`config.mk`:
```
export PLATFORM = sky130hd
export DESIGN_NAME = fetch_pc_ctrl
export DESIGN_NICKNAME = d
export VERILOG_FILES = /design/src/rtl/fetch_pkg.sv /design/src/rtl/fetch_resp_queue.sv /design/src/rtl/fetch_pc_ctrl.sv
export SDC_FILE = /design/constraint.sdc
export NUM_CORES = 1
export LEC_CHECK = 0
export ABC_AREA = 1
export CORE_MARGIN = 2
export CORE_UTILIZATION = 53
export CTS_CLUSTER_SIZE = 25
export DETAILED_ROUTE_END_ITERATION = 6
export HOLD_SLACK_MARGIN = 0.03
export PLACE_DENSITY = 0.8
export SLEW_MARGIN = 20
export SYNTH_ARGS = -nofsm -noshare
export SYNTH_HDL_FRONTEND = slang
export SYNTH_SLANG_ARGS = --single-unit
```
`constraint.sdc`:
```
create_clock -name clk -period 2.9 [get_ports clk]
set_input_delay 0.435 -clock clk [delete_from_list [all_inputs] [get_ports clk]]
set_output_delay 0.435 -clock clk [all_outputs]
set_load 0.02 [all_outputs]
```
`src/rtl/fetch_pkg.sv`:
```
// Shared types and constants for the fetch-stage PC sequencer.
package fetch_pkg;

    localparam int ADDR_W     = 32;
    localparam int INST_W     = 32;
    localparam int INST_BYTES = INST_W / 8;

    typedef enum logic [1:0] {
        BOOT  = 2'd0,
        FETCH = 2'd1,
        HALT  = 2'd2
    } FetchState_t;

    typedef struct packed {
        logic [ADDR_W-1:0] pc;
        logic [INST_W-1:0] inst;
    } FetchEntry_t;

    function automatic int cnt_width(input int max_out);
        return $clog2(max_out + 1);
    endfunction

endpackage

```
`src/rtl/fetch_resp_queue.sv`:
```
// Small synchronous FIFO with occupancy count and single-cycle flush.
module fetch_resp_queue #(
    parameter int DEPTH = 2,
    parameter int WIDTH = 32
) (
    input  logic                         clk,
    input  logic                         reset_,
    input  logic                         flush_i,
    input  logic                         push_i,
    input  logic [WIDTH-1:0]             push_data_i,
    input  logic                         pop_i,
    output logic [WIDTH-1:0]             head_o,
    output logic [$clog2(DEPTH+1)-1:0]   count_o
);
    localparam int CW = $clog2(DEPTH + 1);
    localparam int PW = (DEPTH > 1) ? $clog2(DEPTH) : 1;

    logic [WIDTH-1:0] mem_q [DEPTH];
    logic [PW-1:0]    rd_ptr_q;
    logic [PW-1:0]    wr_ptr_q;
    logic [CW-1:0]    count_q;
    logic             do_push;
    logic             do_pop;

    function automatic logic [PW-1:0] ptr_inc(input logic [PW-1:0] p);
        return (p == PW'(DEPTH - 1)) ? '0 : p + 1'b1;
    endfunction

    // A full queue may still accept a push when it is popped in the same cycle.
    assign do_pop  = pop_i && (count_q != '0);
    assign do_push = push_i && ((count_q != CW'(DEPTH)) || do_pop);

    for (genvar gi = 0; gi < DEPTH; gi++) begin : g_mem
        always_ff @(posedge clk or negedge reset_) begin
            if (!reset_) begin
                mem_q[gi] <= '0;
            end else if (do_push && !flush_i && (wr_ptr_q == PW'(gi))) begin
                mem_q[gi] <= push_data_i;
            end
        end
    end

    always_ff @(posedge clk or negedge reset_) begin
        if (!reset_) begin
            rd_ptr_q <= '0;
            wr_ptr_q <= '0;
            count_q  <= '0;
        end else if (flush_i) begin
            rd_ptr_q <= '0;
            wr_ptr_q <= '0;
            count_q  <= '0;
        end else begin
            if (do_push) wr_ptr_q <= ptr_inc(wr_ptr_q);
            if (do_pop)  rd_ptr_q <= ptr_inc(rd_ptr_q);
            count_q <= count_q + CW'(do_push) - CW'(do_pop);
        end
    end

    assign head_o  = mem_q[rd_ptr_q];
    assign count_o = count_q;

endmodule

```
`src/rtl/fetch_pc_ctrl.sv`:
```
// Fetch PC sequencer: credit-limited in-order I-cache requests, redirect with
// kill of in-flight responses, and a response queue toward the decoder.
module fetch_pc_ctrl
    import fetch_pkg::*;
#(
    parameter int              ADDR      = ADDR_W,
    parameter int              INST      = INST_W,
    parameter logic [ADDR-1:0] RESET_VEC = '0,
    parameter int              MAX_OUT   = 2
) (
    input  logic            clk,
    input  logic            reset_,
    input  logic            exc_valid,
    input  logic [ADDR-1:0] exc_target,
    input  logic            br_valid,
    input  logic [ADDR-1:0] br_target,
    input  logic            halt,
    output logic            ic_req_valid,
    output logic [ADDR-1:0] ic_req_pc,
    input  logic            ic_req_ready,
    input  logic            ic_resp_valid,
    input  logic [INST-1:0] ic_resp_inst,
    input  logic            dec_stall,
    output logic            inst_e_,
    output logic [ADDR-1:0] inst_pc,
    output logic [INST-1:0] inst
);
    localparam int              CW         = cnt_width(MAX_OUT);
    localparam int              STEP       = INST / 8;
    localparam logic [ADDR-1:0] ALIGN_MASK = ~(ADDR'(STEP - 1));

    FetchState_t     state_q;
    logic [ADDR-1:0] pc_q, pc_d;
    logic [CW-1:0]   out_cnt_q, out_cnt_d;
    logic [CW-1:0]   drop_cnt_q, drop_cnt_d;
    logic [CW-1:0]   q_cnt;
    logic [CW-1:0]   pcf_cnt;
    logic [ADDR-1:0] resp_pc;
    logic [ADDR-1:0] redir_tgt;
    logic            redirect;
    logic            credit_ok;
    logic            accept;
    logic            resp_hit;
    logic            resp_keep;
    logic            dec_pop;

    assign redirect  = (exc_valid || br_valid) && (state_q != BOOT);
    assign redir_tgt = (exc_valid ? exc_target : br_target) & ALIGN_MASK;

    // Credit covers both requests still in the I-cache and responses parked here.
    assign credit_ok    = ({1'b0, out_cnt_q} + {1'b0, q_cnt}) < (CW+1)'(MAX_OUT);
    assign ic_req_valid = (state_q == FETCH) && !redirect && credit_ok;
    assign ic_req_pc    = pc_q;
    assign accept       = ic_req_valid && ic_req_ready;

    assign resp_hit  = ic_resp_valid && (out_cnt_q != '0);
    assign resp_keep = resp_hit && (drop_cnt_q == '0) && !redirect;
    assign inst_e_   = redirect || (q_cnt == '0);
    assign dec_pop   = !dec_stall && !inst_e_;

    always_comb begin
        pc_d       = pc_q;
        out_cnt_d  = out_cnt_q + CW'(accept) - CW'(resp_hit);
        drop_cnt_d = drop_cnt_q;
        if (redirect) begin
            pc_d       = redir_tgt;
            drop_cnt_d = out_cnt_q - CW'(resp_hit);
        end else begin
            if (accept) pc_d = pc_q + ADDR'(STEP);
            if (resp_hit && (drop_cnt_q != '0)) drop_cnt_d = drop_cnt_q - 1'b1;
        end
    end

    always_ff @(posedge clk or negedge reset_) begin
        if (!reset_) begin
            state_q    <= BOOT;
            pc_q       <= RESET_VEC;
            out_cnt_q  <= '0;
            drop_cnt_q <= '0;
        end else begin
            pc_q       <= pc_d;
            out_cnt_q  <= out_cnt_d;
            drop_cnt_q <= drop_cnt_d;
            case (state_q)
                BOOT:    state_q <= FETCH;
                FETCH:   if (halt && !redirect) state_q <= HALT;
                HALT:    if (redirect || !halt) state_q <= FETCH;
                default: state_q <= BOOT;
            endcase
        end
    end

    // The PC FIFO pairs each in-order response with the address it was fetched from.
    fetch_resp_queue #(.DEPTH(MAX_OUT), .WIDTH(ADDR)) u_pc_fifo (
        .clk         (clk),
        .reset_      (reset_),
        .flush_i     (1'b0),
        .push_i      (accept),
        .push_data_i (pc_q),
        .pop_i       (resp_hit),
        .head_o      (resp_pc),
        .count_o     (pcf_cnt)
    );

    fetch_resp_queue #(.DEPTH(MAX_OUT), .WIDTH(ADDR + INST)) u_resp_q (
        .clk         (clk),
        .reset_      (reset_),
        .flush_i     (redirect),
        .push_i      (resp_keep),
        .push_data_i ({resp_pc, ic_resp_inst}),
        .pop_i       (dec_pop),
        .head_o      ({inst_pc, inst}),
        .count_o     (q_cnt)
    );

    resp_protocol_a: assert property (@(posedge clk) disable iff (!reset_)
        ic_resp_valid |-> (out_cnt_q != '0));
    pc_track_a: assert property (@(posedge clk) disable iff (!reset_)
        pcf_cnt == out_cnt_q);

endmodule

```
# ---- Yosys cells after proc, flatten, opt, wreduce, memory -nomap -nowiden
# Cells that the tools add are included.
dict set report word_totals {
  ff_bits 238
  in_bits 104
  out_inout_bits 98
  wordCells 105
}
dict set report op_classes {
  n_addsub 14
  order_cmp 3
  n_eq_ne 6
  muxes 23
  n_bitwise 4
  n_reduce_logical 41
}
# op n
set ops {}
lappend ops {{two-way mux 32 bit} 6}
lappend ops {{two-way mux 64 bit} 3}
lappend ops {{adder 32 x 3 -> 32 bit (second input constant)} 1}
lappend ops {{logical AND 1 bit} 19}
lappend ops {{nonzero test 2 bit} 9}
lappend ops {{two-way mux 2 bit} 5}
lappend ops {{two-way mux 1 bit} 8}
lappend ops {{subtractor 2 x 1 -> 2 bit} 4}
lappend ops {{adder 2 x 1 -> 2 bit} 3}
lappend ops {{zero test 2 bit} 3}
lappend ops {{!= test 2 bit (second input constant)} 3}
lappend ops {{one-hot mux 2 bit (3 select lines)} 1}
lappend ops {{logical OR 1 bit} 5}
lappend ops {{adder 1 bit (second input constant)} 4}
lappend ops {{>= comparator 2 bit (second input constant)} 2}
lappend ops {{zero test 1 bit} 4}
lappend ops {{inverter 1 -> 2 bit} 2}
lappend ops {{adder 2 x 2 -> 3 bit} 1}
lappend ops {{< comparator 3 x 2 -> 1 bit (second input constant)} 1}
lappend ops {{== test 2 x 1 -> 1 bit (second input constant)} 1}
lappend ops {{== test 2 bit (second input constant)} 1}
lappend ops {{!= test 2 x 1 -> 1 bit (second input constant)} 1}
lappend ops {{inverter 1 bit} 2}
lappend ops {{AND reduction 2 bit} 1}
lappend ops {{subtractor 2 x 1 -> 2 bit (second input constant)} 1}

# ---- Logic depth before layout (Yosys ltp)
# Gate-level depths: netlist (run 1).
dict set report logic_depth {
  word_depth 11
  ltp_mapped 15
  ltp_nobuf 14
}

# ---- Modules after synthesis
# Synthesis (run 1) repeated with hierarchy kept, for this count alone.
dict set report hier_totals {
  hier_cells 1706
  area_unflattened_um2 12767.2
}
# module instances cells_each area_each_um2 seq_area_each_um2
set by_module_without_submodules {}
lappend by_module_without_submodules {{fetch_resp_queue at u_resp_q} 1 809 6506.2 3303.2}
lappend by_module_without_submodules {{fetch_resp_queue at u_pc_fifo} 1 420 3308.2 1701.6}
lappend by_module_without_submodules {fetch_pc_ctrl 1 477 2952.8 900.9}

# ---- Least setup slack after synthesis (run 1)
# No wires, ideal clock.
dict set report synth_path {
  path_kind {register to register}
  start {reg out_cnt_q[0]}
  end {reg out_cnt_q[1]}
  setup_time_ps 123
  t_arrival_ps 2051
  required_ps 2777
  path_slack_ps 727
  path_stages_with_launch 14
  path_buffers 0
  synth_period_minus_slack_ps 2173
  path_cell_list {dfrtp_1 > nand2_1 > inv_1 > fa_1 > inv_1 > nand2_1 > nor2_1 > inv_1 > nor2_4 > nand2_2 > ha_1 > inv_1 > ha_1 > xnor2_1}
}
dict set report synth_between {
  elab_chain_cells 6
  elab_cells_between_ends 8
  cone_classes {3 x add/sub; 1 x order compare; 4 x reduce/logical}
}
# element line
set synth_lines {}
lappend synth_lines {{start: declaration} fetch_pc_ctrl.sv:34} ;# logic [CW-1:0] out_cnt_q, out_cnt_d;
lappend synth_lines {{start signal: assignment} fetch_pc_ctrl.sv:82} ;# out_cnt_q <= out_cnt_d;
lappend synth_lines {{adder 2 x 2 -> 3 bit} fetch_pc_ctrl.sv:51} ;# assign credit_ok = ({1'b0, out_cnt_q} + {1'b0, q_cnt}) < (CW+1)'(MAX_OUT);
lappend synth_lines {{< comparator 3 x 2 -> 1 bit} fetch_pc_ctrl.sv:51}
lappend synth_lines {{logical AND 1 bit} fetch_pc_ctrl.sv:52} ;# assign ic_req_valid = (state_q == FETCH) && !redirect && credit_ok;
lappend synth_lines {{named net ic_req_valid} fetch_pc_ctrl.sv:18} ;# output logic ic_req_valid,
lappend synth_lines {{logical AND 1 bit} fetch_pc_ctrl.sv:54} ;# assign accept = ic_req_valid && ic_req_ready;
lappend synth_lines {{adder 2 x 1 -> 2 bit} fetch_pc_ctrl.sv:63} ;# out_cnt_d = out_cnt_q + CW'(accept) - CW'(resp_hit);
lappend synth_lines {{subtractor 2 x 1 -> 2 bit} fetch_pc_ctrl.sv:63}
lappend synth_lines {{named net out_cnt_d[1]} fetch_pc_ctrl.sv:34}
# The timed path passes the listed nets, and every way through them passes these cells.
# A chain may end at the register's enable or synchronous reset.

# ---- Final worst setup path (run 1)
dict set report layout_path {
  start {reg u_resp_q.rd_ptr_q}
  end {out inst[13]}
}
dict set report layout_between {
  elab_chain_cells 4
}
# element line
set layout_lines {}
lappend layout_lines {{start: declaration} fetch_resp_queue.sv:19} ;# logic [PW-1:0] rd_ptr_q;
lappend layout_lines {{start signal: assignment} fetch_resp_queue.sv:54} ;# if (do_pop) rd_ptr_q <= ptr_inc(rd_ptr_q);
lappend layout_lines {{inverter 1 -> 2 bit (implied by the code)} fetch_resp_queue.sv:59} ;# assign head_o = mem_q[rd_ptr_q];
lappend layout_lines {{two-way mux 64 bit (implied by the code) (3 in series)} fetch_resp_queue.sv:59}
lappend layout_lines {{end: declaration} fetch_pc_ctrl.sv:26} ;# output logic [INST-1:0] inst
# No other way between the ends. The select of a mux whose other input is x is not followed.

==> flow_metrics.py, run 1 <==
metrics = {
    "run_status": {
        "status": "finished, final reports clean",
    },
    "timing": {
        "setup_viol": 0,
        "slew_headroom_pct": 48.7,
        "rsz0062_at_grt": "false",
        "final-max-slew-violation-count": 0,
        "skew_ns": 0.0127,
        "finalHoldViolations": 0,
        "tightest_slew_ns": 0.769,
        "finalCritPeriodShare_pct": 97.8,
        "tns_ns": 0,
        "max_freq_mhz": 353,
        "min_period_ns": 2.84,
    },
    "critical_path": {
        "slowest_delay_ns": 0.63,
        "crit_family": "buffers and inverters",
        "crit_slowest_cell": "dfrtp_2",
        "cp.required_ns": 2.47,
        "cp_cell_sequence": "buf_4, mux2_2, clkdlybuf4s50_1",
        "cp-end-kind": "output pin",
        "worstSetupPathType": "register to output pin",
        "path_buf_inv": 2,
        "worstPathArrival_ns": 2.40,
        "reg2reg_slack_ns": 0.33,
        "cp_max_fo": 25,
        "critPathLaunchType": "register",
    },
    "clocking": {
        "cts_buffers": 24,
        "clock_path_buffers": 3,
        "numClockSinks": 228,
        "clock_latency_ns": 0.52,
        "htree_levels": 1,
        "cts_tree": "done",
        "clock-root-buffer": "clkbuf_16",
        "cts_setup_buffers": 0,
        "clk_pin_slew_ns": 0.06,
    },
    "die": {
        "rows": 53,
        "coreArea_mm2": 0.0210,
        "die_area_mm2": 0.0227,
        "ios": 202,
        "start_util_pct": 54.1,
        "die_x_um": 151,
        "dieHeight_um": 151,
    },
    "drt": {
        "wl_per_cell_um": 14.6,
        "via_per_inst": 5.16,
        "drc_errors": 0,
        "ant_nets": 0,
        "finalWirelength_mm": 27.6,
        "vias": 9774,
        "drt_iter0_markers": 720,
        "drt_pre_antenna_iters": 5,
    },
    "synth": {
        "synth-simple-area-share_pct": 21.7,
        "synthAdderAreaFrac_pct": 1.17,
        "synth_seq_cells": 228,
        "avgSynthCellArea_um2": 7.92,
        "syn_area_mm2": 0.0114,
        "synth.yosys.seq_area_share_pct": 50.1,
        "synthMuxAreaShare_pct": 3.17,
        "yosys_most_used_dff": "dfrtp_1",
        "synthDistinctLibCells": 36,
        "synth.top_cell.area_share_pct": 50.1,
        "synth_edf_count": 0,
        "synth_top_family_by_area": "simple AND/OR/NAND/NOR gates",
        "synthesis.instances": 1437,
        "yosysWarnings": 0,
        "synthTopCellsByCount": "nand2_1, dfrtp_1, o21ai_0",
        "synth_compound_area_share_pct": 13.6,
        "synth_top_cell_by_area": "dfrtp_1",
        "synthXorXnorAreaFrac_pct": 1.54,
        "synthMostInstantiatedCell": "nand2_1",
        "ys_async_sr_fraction_pct": 100,
        "yosys-top-cells-area": "dfrtp_1, nand2_1, o21ai_0, inv_1, o21ai_1",
    },
    "placement": {
        "gp_congestion": 0.852,
        "port_buffers": 193,
        "hpwlAfterDp_mm": 18.5,
    },
    "global_route": {
        "grt_remaining_overflow": 0,
        "grt_pass1_vias": 9269,
        "gr-usage-all-layers_pct": 24.6,
        "grt_first_pass_wirelength_mm": 45.0,
        "grt_start_max_net_pins": 99,
        "antenna_found_initial": 0,
    },
    "job": {
        "max_cap_viol_count": 0,
    },
    "power": {
        "total_leakage_power_uw": 0.00676,
        "power_uw": 13400,
        "vdd_drop_max_v": 0.000413,
        "powerDensity_mw_per_mm2": 945,
    },
    "cells_and_area": {
        "antennaDiodeCount": 0,
        "nets": 1716,
        "layout-drive-gt1-share_pct": 7.35,
        "area_growth_pct": 25.0,
    },
    "min_path": {
        "worst_hold_path_type": "register to register",
    },
}
cells by family after synthesis:
group,after synthesis
adder cells (fa/ha/maj),10
AND/OR/NAND/NOR,629
other,1
flip-flops,228
multiplexers,32
AO/OA/AOI/OAI,293
XOR/XNOR,20
buffers and inverters,224
worst register-to-register path, cell delays in order (launching register included):
cell and delay [ns]:
dfrtp_1 0.41, nand2_1 0.07, inv_1 0.04, fa_1 0.43, inv_1 0.07, nand2_1 0.05, nor2_1 0.14, inv_1 0.09
nor2_4 0.10, nand2_2 0.09, inv_2 0.11, nand2_4 0.16, nor2_8 0.26, buf_12 0.26, nand2_1 0.09, o21ai_0 0.10
what timing repair did:
action / CTS / global route
hold endpoints to repair: 95 / 0
hold buffers: 1 / 0
endpoints found under the setup margin: 1 / 0
gates resized for setup: 1 / 0
layer usage:
| layer | track usage (%) | vias up | wire length, um |
|---|---|---|---|
| met2 | 39.9 | 347 | 12900 |
| met1 | 33.9 | 4537 | 12000 |
| li1 | - | 4842 | - |
| met4 | 6.89 | 0 | 526 |
| met5 | 0 | - | 0 |
| met3 | 4.64 | 48 | 2110 |
path summary, 6_finish.rpt:
check | start | to | depth (start not counted)
setup / recovery | u_resp_q.rd_ptr_q$_DFFE_PN0P_ | inst[13] | 3
hold / removal | state_q[0]$_DFFE_PN0P_ | state_q[1]$_DFFE_PN0P_ | 1
setup reg to reg | out_cnt_q[0]$_DFF_PN0_ | u_pc_fifo.mem_q[49]$_DFFE_PN0P_ | 15
hold reg to reg | state_q[0]$_DFFE_PN0P_ | state_q[1]$_DFFE_PN0P_ | 1
max in group asynchronous | reset_ | ic_req_pc[9]$_DFFE_PN0P_ | 3
min in group asynchronous | reset_ | u_resp_q.mem_q[81]$_DFFE_PN0P_ | 2
sequential cells by signal, summed over array words and instances, names as in the netlist:
signal,cells
u_resp_q.mem_q,124
u_pc_fifo.mem_q,60
ic_req_pc,30
drop_cnt_q,2
out_cnt_q,2
state_q,2
u_pc_fifo.count_o,2
u_resp_q.count_o,2
u_pc_fifo.rd_ptr_q,1
u_pc_fifo.wr_ptr_q,1
u_resp_q.rd_ptr_q,1
u_resp_q.wr_ptr_q,1
report_power, final:
part / total [uW] / switching, uW / leakage (uW) / internal [uW]
Sequential: 5310 / 836 / 0.00289 / 4480
Clock: 2870 / 1220 / 0.000359 / 1650
Combinational: 5250 / 3000 / 0.00351 / 2250
Total: 13400 / 5060 / 0.00676 / 8380
metrics by stage:
step	instances	util, %	setup WS (ns)	hold slack (ns)	cell area (um^2)
4_1_cts	1893	67.6	0.0466	0.474	14200
3_3_place_gp	1850	64.1	0.403	0.454	13500
3_5_place_dp	1850	64.1	0.364	0.465	13500
5_1_grt	1893	67.6	0.00282	0.491	14200
2_1_floorplan	1440	-	0.727	0.139	11400
6_report	1893	67.6	0.0640	0.472	14200
cell usage in the layout, fill, tap and decap left out, drive strengths merged:
| cell type | n |
|---|---|
| nand2 | 506 |
| o21ai | 244 |
| dfrtp | 228 |
| clkdlybuf4s50 | 191 |
| inv | 143 |
| nor2 | 92 |
| a21oi | 37 |
| clkbuf | 36 |
| mux2 | 32 |
| nand3 | 27 |
| buf | 24 |
| xor2 | 13 |
| ha | 9 |
| a31oi | 8 |
| xnor2 | 7 |
| clkinv | 5 |
| conb | 4 |
| a22oi | 3 |
| nand3b | 2 |
| or2 | 1 |
| and2 | 1 |
| o211ai | 1 |
| fa | 1 |
| clkinvlp | 1 |
| dlygate4sd3 | 1 |
| dlygate4sd2 | 1 |
area by class of cell:
class / instances / area [um^2]
Multi-Input combinational cell: 988 / 4710
Tap cell: 275 / 344
Sequential cell: 228 / 5710
Timing Repair Buffer: 217 / 2190
Inverter: 143 / 537
Fill cell: 1676 / 6800
Clock buffer: 36 / 697
Clock inverter: 6 / 32.5
No activity file was read; power rests on OpenSTA's default activity.
==> run 2: changes to the inputs <==
--- a/config.mk
+++ b/config.mk
@@ -6,10 +6,12 @@
 export NUM_CORES = 1
 export LEC_CHECK = 0
 export ABC_AREA = 1
+export CAP_MARGIN = 10
 export CORE_MARGIN = 2
 export CORE_UTILIZATION = 53
 export CTS_CLUSTER_SIZE = 25
 export DETAILED_ROUTE_END_ITERATION = 6
+export GPL_TIMING_DRIVEN = 0
 export HOLD_SLACK_MARGIN = 0.03
 export PLACE_DENSITY = 0.8
 export SLEW_MARGIN = 20
==> flow_metrics.py, run 2 (synthesis results as in run 1) <==
metrics = {
    "die": {
        "ios": 202,
        "start_util_pct": 54.1,
        "dieHeight_um": 151,
        "die_area_mm2": 0.0227,
        "rows": 53,
        "die_x_um": 151,
        "coreArea_mm2": 0.0210,
    },
    "timing": {
        "min_period_ns": 2.82,
        "max_freq_mhz": 354,
        "tightest_slew_ns": 0.588,
        "timing.hold.ws_ns": 0.367,
        "skew_ns": 0.00679,
        "finalCritPeriodShare_pct": 97.4,
        "worst_slack_ns": 0.0768,
        "slew_headroom_pct": 60.8,
        "finalHoldViolations": 0,
        "rsz0062_at_grt": "false",
        "final-max-slew-violation-count": 0,
        "setup_viol": 0,
    },
    "global_route": {
        "gr-usage-all-layers_pct": 26.9,
        "grt_pass1_vias": 10029,
        "grt_remaining_overflow": 0,
        "grt_first_pass_wirelength_mm": 48.8,
        "grt_start_max_net_pins": 94,
        "antenna_found_initial": 0,
    },
    "cells_and_area": {
        "antennaDiodeCount": 0,
        "final_common_cell": "nand2_1",
        "mostFrequentLayoutCells": "nand2_1, dfrtp_1, clkdlybuf4s50_1",
        "fin_util_pct": 68.7,
        "area_growth_pct": 27.0,
        "n_fill_cell": 1653,
        "nets": 1773,
        "layout-drive-gt1-share_pct": 8.61,
        "largest_reg_flops": 124,
        "regMostFlops": "u_resp_q.mem_q",
    },
    "power": {
        "vdd_drop_max_v": 0.000414,
        "power_switching_uw": 5120,
        "power_frac_comb_pct": 39.4,
        "powerDensity_mw_per_mm2": 939,
        "p_int_uw": 8460,
        "power_frac_clock_pct": 21.3,
        "pwr-share-seq_pct": 39.3,
        "total_leakage_power_uw": 0.00692,
        "switching_share_pct": 37.7,
    },
    "critical_path": {
        "worstPathArrival_ns": 2.39,
        "reg2reg_slack_ns": 0.47,
        "cp-end-kind": "output pin",
        "cp_max_fo": 10,
        "path_buf_inv": 3,
        "crit_family": "buffers and inverters",
        "slowest_delay_ns": 0.54,
        "critPathLaunchType": "register",
        "cp_cell_sequence": "buf_4, buf_2, mux2_2, clkdlybuf4s50_1",
        "worstSetupPathType": "register to output pin",
        "cp.required_ns": 2.47,
        "crit_slowest_cell": "clkdlybuf4s50_1",
    },
    "min_path": {
        "worst_hold_path_type": "input port to register",
    },
    "placement": {
        "hpwlAfterDp_mm": 21.3,
        "gp_congestion": 0.892,
        "place_worst_setup_slack_ns": -0.000200,
        "port_buffers": 192,
    },
    "clocking": {
        "htree_levels": 1,
        "clock_latency_ns": 0.51,
        "clk_pin_slew_ns": 0.06,
        "cts_buffers": 23,
        "clock_path_buffers": 3,
        "clock-root-buffer": "clkbuf_16",
        "cts_setup_buffers": 0,
        "cts_tree": "done",
        "numClockSinks": 228,
    },
    "drt": {
        "wl_per_cell_um": 15.4,
        "vias": 10250,
        "finalWirelength_mm": 30.0,
        "drt_iter0_markers": 754,
        "ant_nets": 0,
        "drt_pre_antenna_iters": 5,
        "via_per_inst": 5.26,
        "drc_errors": 0,
    },
    "job": {
        "max_cap_viol_count": 0,
    },
    "run_status": {
        "status": "finished, final reports clean",
    },
}
==> run 2: cell types whose count changed in the layout (fill, tap and decap cells not counted), moves of 2 or more <==
cell and delta:
clkbuf_2 +3, buf_2 +20, clkbuf_1 +30, buf_16 +2, clkdlybuf4s50_1 -3, dlygate4sd2_1 +2, bufinv_16 +2, buf_6 +8
clkbuf_16 -2, buf_12 -6
==> run 2: layer usage <==
layer	global-route usage [%]	wire length, um
met5	0	0
met4	8.82	869
met3	4.15	2190
met2	44.9	14400
met1	36.2	12600
==> run 2: worst paths after layout <==
check | from | end | cells past startpoint
min in group asynchronous | reset_ | u_resp_q.mem_q[81]$_DFFE_PN0P_ | 2
setup / recovery | u_resp_q.rd_ptr_q$_DFFE_PN0P_ | inst[4] | 4
setup reg to reg | out_cnt_q[0]$_DFF_PN0_ | u_pc_fifo.mem_q[10]$_DFFE_PN0P_ | 14
hold reg to reg | state_q[1]$_DFFE_PN0P_ | state_q[1]$_DFFE_PN0P_ | 1
hold / removal | exc_valid | state_q[1]$_DFFE_PN0P_ | 4
max in group asynchronous | reset_ | u_resp_q.mem_q[57]$_DFFE_PN0P_ | 3
==> run 2: stage by stage <==
step | setup TNS (ns) | instances | area (um^2) | total power (uW)
finish | 0 | 1947 | 14500 | 13600
global route | 0 | 1947 | 14500 | 14500
CTS | 0 | 1947 | 14400 | 13600
detailed placement | -0.000200 | 1909 | 13700 | 10700
global placement | -1817.55 | 1907 | 13700 | 10500
floorplan | 0 | 1440 | 11400 | 8360
==> run 2: final cells by class <==
class | instances | area, um^2 | area share, %
plain buffers | 80 | 453 | 3.13
clock buffers | 32 | 639 | 4.42
clock inverters | 6 | 80.1 | 0.554
inverters | 143 | 537 | 3.71
multi-input cells | 988 | 4700 | 32.5
flip-flops and latches | 228 | 5710 | 39.5
well taps | 275 | 344 | 2.38
repair buffers | 195 | 1990 | 13.8
==> run 2: worst min-delay path, cell delays in order <==
cell and delay (ns):
buf_2 0.17, nor2_2 0.08, nand3_1 0.10, a21oi_1 0.04
==> run 2: power by group through the flow <==
stage / clock (uW) / sequential, uW / combinational (uW)
after floorplan: 0 / 5240 / 3120
after detailed placement: 0 / 5350 / 5330
final: 2890 / 5330 / 5350
after global placement: 0 / 5300 / 5160
after global routing: 3040 / 5470 / 5950
after CTS: 2930 / 5320 / 5380
==> run 2: what timing repair did <==
item	CTS	global route
pin swaps	0	0
resized for setup	9	1
setup endpoints to repair	63	3
hold endpoints to repair	46	0
hold buffers	1	0
